File: config.mk
export PLATFORM = sky130hd
export DESIGN_NAME = serial_echo_proc
export DESIGN_NICKNAME = d
export VERILOG_FILES = /design/src/rtl/serial_echo_proc.sv
export SDC_FILE = /design/constraint.sdc
export NUM_CORES = 1
export LEC_CHECK = 0
export ABC_AREA = 1
export CORE_MARGIN = 3
export CORE_UTILIZATION = 53
export DETAILED_ROUTE_END_ITERATION = 8
export GPL_TIMING_DRIVEN = 0
export PLACE_DENSITY = 0.82
export SLEW_MARGIN = 20
export SYNTH_ARGS = -nofsm -noshare
export SYNTH_HDL_FRONTEND = slang
export SYNTH_SLANG_ARGS = --single-unit
File: constraint.sdc
create_clock -name clk -period 9.49 [get_ports clk]
set_input_delay 0.949 -clock clk [delete_from_list [all_inputs] [get_ports clk]]
set_output_delay 0.949 -clock clk [all_outputs]
set_load 0.05 [all_outputs]
File: src/rtl/serial_echo_proc.sv
// Buffered serial echo engine: stream transforms (pass/add/invert) through a FIFO,
// or line collection up to a terminator echoed back in reverse order.
module serial_echo_proc #(
    parameter int unsigned           DATA_WIDTH = 8,
    parameter int unsigned           BUF_DEPTH  = 16,
    parameter logic [DATA_WIDTH-1:0] ADD_VALUE  = DATA_WIDTH'(1),
    parameter logic [DATA_WIDTH-1:0] TERMINATOR = DATA_WIDTH'(8'h0D)
) (
    input  logic                         clk,
    input  logic                         rst,
    input  logic [1:0]                   mode,
    input  logic                         in_valid,
    input  logic [DATA_WIDTH-1:0]        in_data,
    output logic                         in_ready,
    output logic                         out_valid,
    output logic [DATA_WIDTH-1:0]        out_data,
    input  logic                         out_ready,
    output logic [$clog2(BUF_DEPTH):0]   level,
    output logic                         overflow
);

    localparam int unsigned PW = $clog2(BUF_DEPTH);
    localparam int unsigned CW = PW + 1;
    localparam logic [CW-1:0] DEPTH_C  = CW'(BUF_DEPTH);
    localparam logic [CW-1:0] DEPTH_M1 = CW'(BUF_DEPTH - 1);

    typedef enum logic [1:0] {
        ST_STREAM,
        ST_COLLECT,
        ST_FLUSH,
        ST_TERM
    } state_t;

    state_t                  state_q, state_d;
    logic [1:0]              mode_q, mode_d;
    logic [DATA_WIDTH-1:0]   mem [BUF_DEPTH];
    logic [PW-1:0]           wr_ptr, wr_ptr_d;
    logic [PW-1:0]           rd_ptr, rd_ptr_d;
    logic [CW-1:0]           count, count_d;
    logic                    term_q, term_d;
    logic                    ovf_q, ovf_d;

    logic                    sample_pt;
    logic [1:0]              eff_mode;
    logic                    wr_en;
    logic [PW-1:0]           wr_addr;
    logic [DATA_WIDTH-1:0]   wr_data;
    logic [DATA_WIDTH-1:0]   xform;
    logic [CW-1:0]           count_m1;
    logic                    rdy;
    logic                    vld;
    logic [DATA_WIDTH-1:0]   dat;
    logic                    push;
    logic                    pop;

    // At a sample point the incoming mode applies in the same cycle, so the
    // first word after an idle mode switch is already handled in the new mode.
    assign sample_pt = ((state_q == ST_STREAM) || (state_q == ST_COLLECT)) && (count == '0);
    assign eff_mode  = sample_pt ? mode : mode_q;
    assign count_m1  = count - CW'(1);

    always_comb begin
        xform = in_data;
        case (eff_mode)
            2'd1:    xform = in_data + ADD_VALUE;
            2'd2:    xform = ~in_data;
            default: xform = in_data;
        endcase
    end

    always_comb begin
        state_d  = state_q;
        mode_d   = mode_q;
        wr_ptr_d = wr_ptr;
        rd_ptr_d = rd_ptr;
        count_d  = count;
        term_d   = term_q;
        ovf_d    = 1'b0;
        wr_en    = 1'b0;
        wr_addr  = wr_ptr;
        wr_data  = xform;
        rdy      = 1'b0;
        vld      = 1'b0;
        dat      = mem[rd_ptr];
        push     = 1'b0;
        pop      = 1'b0;

        case (state_q)
            ST_STREAM, ST_COLLECT: begin
                if (sample_pt) begin
                    mode_d = mode;
                end
                if (eff_mode == 2'd3) begin
                    state_d = ST_COLLECT;
                    rdy     = 1'b1;
                    if (in_valid) begin
                        if (in_data == TERMINATOR) begin
                            term_d  = 1'b1;
                            state_d = (count != '0) ? ST_FLUSH : ST_TERM;
                        end else begin
                            wr_en   = 1'b1;
                            wr_addr = count[PW-1:0];
                            wr_data = in_data;
                            count_d = count + CW'(1);
                            if (count == DEPTH_M1) begin
                                term_d  = 1'b0;
                                ovf_d   = 1'b1;
                                state_d = ST_FLUSH;
                            end
                        end
                    end
                end else begin
                    state_d = ST_STREAM;
                    rdy     = (count < DEPTH_C);
                    vld     = (count != '0);
                    push    = in_valid && rdy;
                    pop     = vld && out_ready;
                    if (push) begin
                        wr_en    = 1'b1;
                        wr_ptr_d = wr_ptr + PW'(1);
                    end
                    if (pop) begin
                        rd_ptr_d = rd_ptr + PW'(1);
                    end
                    count_d = count + CW'(push) - CW'(pop);
                end
            end
            ST_FLUSH: begin
                vld = 1'b1;
                dat = mem[count_m1[PW-1:0]];
                if (out_ready) begin
                    count_d = count_m1;
                    if (count == CW'(1)) begin
                        state_d = term_q ? ST_TERM : ST_COLLECT;
                    end
                end
            end
            ST_TERM: begin
                vld = 1'b1;
                dat = TERMINATOR;
                if (out_ready) begin
                    term_d  = 1'b0;
                    state_d = ST_COLLECT;
                end
            end
            default: begin
                state_d = ST_STREAM;
            end
        endcase
    end

    always_ff @(posedge clk or negedge rst) begin
        if (!rst) begin
            state_q <= ST_STREAM;
            mode_q  <= 2'd0;
            wr_ptr  <= '0;
            rd_ptr  <= '0;
            count   <= '0;
            term_q  <= 1'b0;
            ovf_q   <= 1'b0;
        end else begin
            state_q <= state_d;
            mode_q  <= mode_d;
            wr_ptr  <= wr_ptr_d;
            rd_ptr  <= rd_ptr_d;
            count   <= count_d;
            term_q  <= term_d;
            ovf_q   <= ovf_d;
        end
    end

    // Contents need no reset: count gates every read of the store.
    always_ff @(posedge clk) begin
        if (wr_en) begin
            mem[wr_addr] <= wr_data;
        end
    end

    assign in_ready  = rst && rdy;
    assign out_valid = rst && vld;
    assign out_data  = rst ? dat : '0;
    assign level     = count;
    assign overflow  = ovf_q;

endmodule

==> results.md <==
- During I/O placement, the number of pins put on the boundary was 30.
- Of the total power, registers draw 25.1%.
- The clock share of power is 17.1%.
- The tool flagged a number of max-cap violations equal to 0.
- In this run the power density over the cells is 418 mW/mm^2.
- The static leakage power is 3.88 nW.
- The via count of the first global-routing pass is 6950.
- The worst hold path was traced through 2 stages.
- Overall power consumption after layout is estimated at 4.00 mW.
- Synthesis inferred 147 register bits.
- The TritonCTS buffer count is 17.
- The path with the worst hold slack has its endpoint at mode_q[1]$_DFFE_PN0N_.
- In this run the worst path has a maximum fanout of 20.
- The arrival time of data at the critical path endpoint is 4610 ps.
- The reg-to-reg endpoint is mem[14][7]$_DFFE_PP_.
- The largest net degree at the start of global routing is 21.
- The total net switching power is 1.99 mW.
- The worst setup slack for register-to-register paths is 4730 ps.
- The number of gates resized after CTS is 0.
- The count of buffers added on input and output ports is 29.
- Walking the worst path, the cells encountered are clkdlybuf4s50_1, clkbuf_1, inv_1, nor2_1, nand3_1, nand2_1, clkdlybuf4s50_1.
- The post-route netlist has 9.14% of its cells at a drive strength greater than 1.
- The number of enable-type register cells in the synthesized netlist is 128.
- The proportion of synthesized chip area in sequential cells is 51.6%.
- The combinational share of power is 57.8%.
- The die covers 0.0174 mm^2.
- In this run, distinct cell masters in the synthesized netlist total 44.
- The setup path with the least slack is of type input pin to output port.
- After clock tree synthesis, the clock-pin slew on the worst setup and hold paths is 60 ps.
- The clock sink count is 147.
- At the placement stage, the worst setup path has a slack of 4060 ps.
- The slowest stage cell on the critical path is sky130_fd_sc_hd__clkdlybuf4s50_1.
- The worst path uses 58.6% of the clock period.
- Setup violations remaining at the end of the flow were counted as 0.
- VDD sags by at most 0.000345 V.
- The number of endpoints with negative hold slack in the final report is 0.
- The pre-antenna-repair detailed-routing pass consisted of 7 iterations.
- The cell-internal power is 2.01 mW.
- For the finished layout, the period the worst path requires is 5560 ps.
- The number of core rows is 45.
- The data required time of the critical path is 8540 ps.
- For this run, asynchronously set or reset flops after synthesis account for 12.9%.
- The total overflow left after global routing is 0.
- Counting cells, the worst reg-to-reg path comes to 17.
- The count of antenna-violating nets left after detailed routing is 0.
- The die span in x is 132 um.
- The worst register-to-register path begins at level[0]$_DFFE_PN0P_.
- The cell sitting at the root of the clock tree is a sky130_fd_sc_hd__clkbuf_16.
- The count of buffering cells on the critical path with inverters included is 4.
- The area growth from synthesis to layout is 14.1%.
- Summed over all layers, the routed wires come to 26.2 mm.
- The global routing usage summed across all routing layers is 29.9%.
- The detailed router finished its first iteration with 1379 violations.
- At the end of the flow the core is filled with cells to 62.4%.
- No sink is reached through more buffers than the 2 on the longest clock path.
- The worst setup path is captured at an output port.
- Dividing the detail-routed via count by the number of cells gives 6.10.
- The total negative slack is 0 ps.
- Among all flip-flop cells after synthesis, the most frequent one is sky130_fd_sc_hd__edfxtp_1.
- The cell area that synthesis handed to floorplanning was 0.00838 mm^2.
- The number of antenna diodes in the final layout is 0.
- The launch point of the worst hold path is mode_q[1]$_DFFE_PN0N_.
- The cell count after synthesis is 965.
- For this configuration, the core starts out at a cell density of 54.7%.
- The cell occurring most often along the worst timing path is sky130_fd_sc_hd__clkdlybuf4s50_1.
- The maximum single-stage delay on the critical path is 1070 ps.
- The net switching fraction of the power is 49.8%.
- For this run, the number of Yosys warnings is 0.
- Hold repair after CTS inserted 0 buffers.
- The family with the most delay on the worst path is buffers and inverters.
- The net count of the finished layout is 1053.
- The worst setup path is launched from an input pin.
- The run finished with clean final reports.
- Detailed placement ended at an HPWL of 17.9 mm.
- The core region is 0.0153 mm^2.
- The initial antenna violation count is 0.
- The overall via count from detail_route is 7560.
- The type of the tightest min-delay check is register to register.
- The number of buffers inserted by post-CTS setup repair is 0.
- The average cell area after synthesis is 8.68 um^2.
- After detailed routing, the number of remaining DRC violations is 0.
- The total nets after synthesis is 1003.
- Setup slack on the critical path of the routed design comes to 3930 ps.
- Across the routed clock network, the largest skew measured is 8.40 ps.
- The worst-margin pin slew is 1230 ps.
- The detail-routed net length per standard cell is 21.2 um.
- Measured along the y axis, the die boundary spans 132 um.
- The first-pass GRT wire length is 39.7 mm.
- Based on the critical path, the design can be clocked at up to 0.180 GHz.
- Setup repair after global routing left no endpoint under its margin.
- TritonCTS built the clock tree.
- The worst slew slack as a fraction of its limit is 17.6%.
- The number of slew-limit violations in the final report is 0.
- The number of H-tree branching levels is 4.
- The congestion estimate from routability-driven global placement came to 1.02.
- The clock latency reported for the late side of the worst-skew pair is 430 ps.
## state kept, by name, summed over array words and instances, names as in the netlist
register	flops
term_q	1
state_q	2
overflow	1
wr_ptr	4
mode_q	2
rd_ptr	4
mem	128
level	5
## tightest hold or removal path: cells and delay by family, from the launching register on
family | cells | cell delay, ps
flops | 1 | 330
simple gates | 1 | 60
compound gates | 1 | 60
## cell usage in the layout, fill, tap and decap left out, drive strengths merged, types with 23 or more instances in the layout
master,netlist,layout
nand2,244,244
o21ai,70,70
nor2,42,42
clkbuf,18,38
edfxtp,128,128
buf,36,38
ha,23,23
inv,78,79
clkdlybuf4s50,0,29
a21oi,59,59
nand3,199,199
## cell families (layout without fill, tap and decap cells)
| group | after synthesis | count (layout) | share of synthesized area (%) |
|---|---|---|---|
| AND/OR/NAND/NOR | 492 | 492 | 26.3 |
| flip-flops | 147 | 147 | 51.6 |
| AO/OA/AOI/OAI | 157 | 157 | 10.3 |
| XOR/XNOR | 11 | 11 | 1.24 |
| buffers and inverters | 134 | 197 | 6.85 |
| adder cells (fa/ha/maj) | 24 | 24 | 3.67 |
## stage by stage
stage	instances	area, um^2	hold WS (ps)
after floorplan	965	8380	443
after global routing	1239	9560	516
after CTS	1239	9560	486
after global placement	1205	8930	460
after detailed placement	1207	8970	474
final	1239	9560	482
## power groups by stage
stage / registers, mW / clock network, mW / logic [mW]
floorplan: 1.04 / 0 / 1.45
global placement: 1.02 / 0 / 2.15
detailed placement: 1.01 / 0 / 2.21
CTS: 1.00 / 0.680 / 2.23
global route: 1.01 / 0.711 / 2.47
finish: 1.00 / 0.685 / 2.31
## cell usage after synthesis (all sizes together), types with 3 or more instances
cell type	instances	area [um^2]
a21oi	59	295
a31oi	3	18.8
buf	36	206
clkbuf	18	67.6
dfrtp	19	475
edfxtp	128	3840
ha	23	288
inv	78	293
nand2	244	962
nand3	199	1020
nor2	42	174
o211ai	16	120
o21ai	70	365
xnor2	3	26.3
xor2	8	77.6
## metal layers
layer  GRT usage (%)  vias up  share of wire (%)
li1                -     3432                  -
met1            39.9     3463                 38
met2            45.9      575                 44
met3            9.08       90                 15
met4            12.3        0                3.5
met5               0        -                  0
## final cells by class
class	count	area (um^2)
timing repair buffer	31	305
sequential	147	4320
inverter	80	300
tap	211	264
clock inverter	12	158
fill	1293	5750
clock buffer	20	437
multi-input combinational	684	3510
buffer	54	274
## worst max-delay path by stage
| stage | end | slack, ps | from | cells after the start |
|---|---|---|---|---|
| finish | out_data[4] | 3930 | rst | 7 |
| global route | out_data[4] | 3880 | rst | 7 |
| CTS | out_data[4] | 4030 | rst | 7 |
| detailed placement | out_data[4] | 4060 | rst | 7 |
| global placement | out_data[4] | 4070 | rst | 7 |
| floorplan | out_valid | 4850 | level[0]$_DFFE_PN0P_ | 15 |
Power figures use the tool's default switching activity.
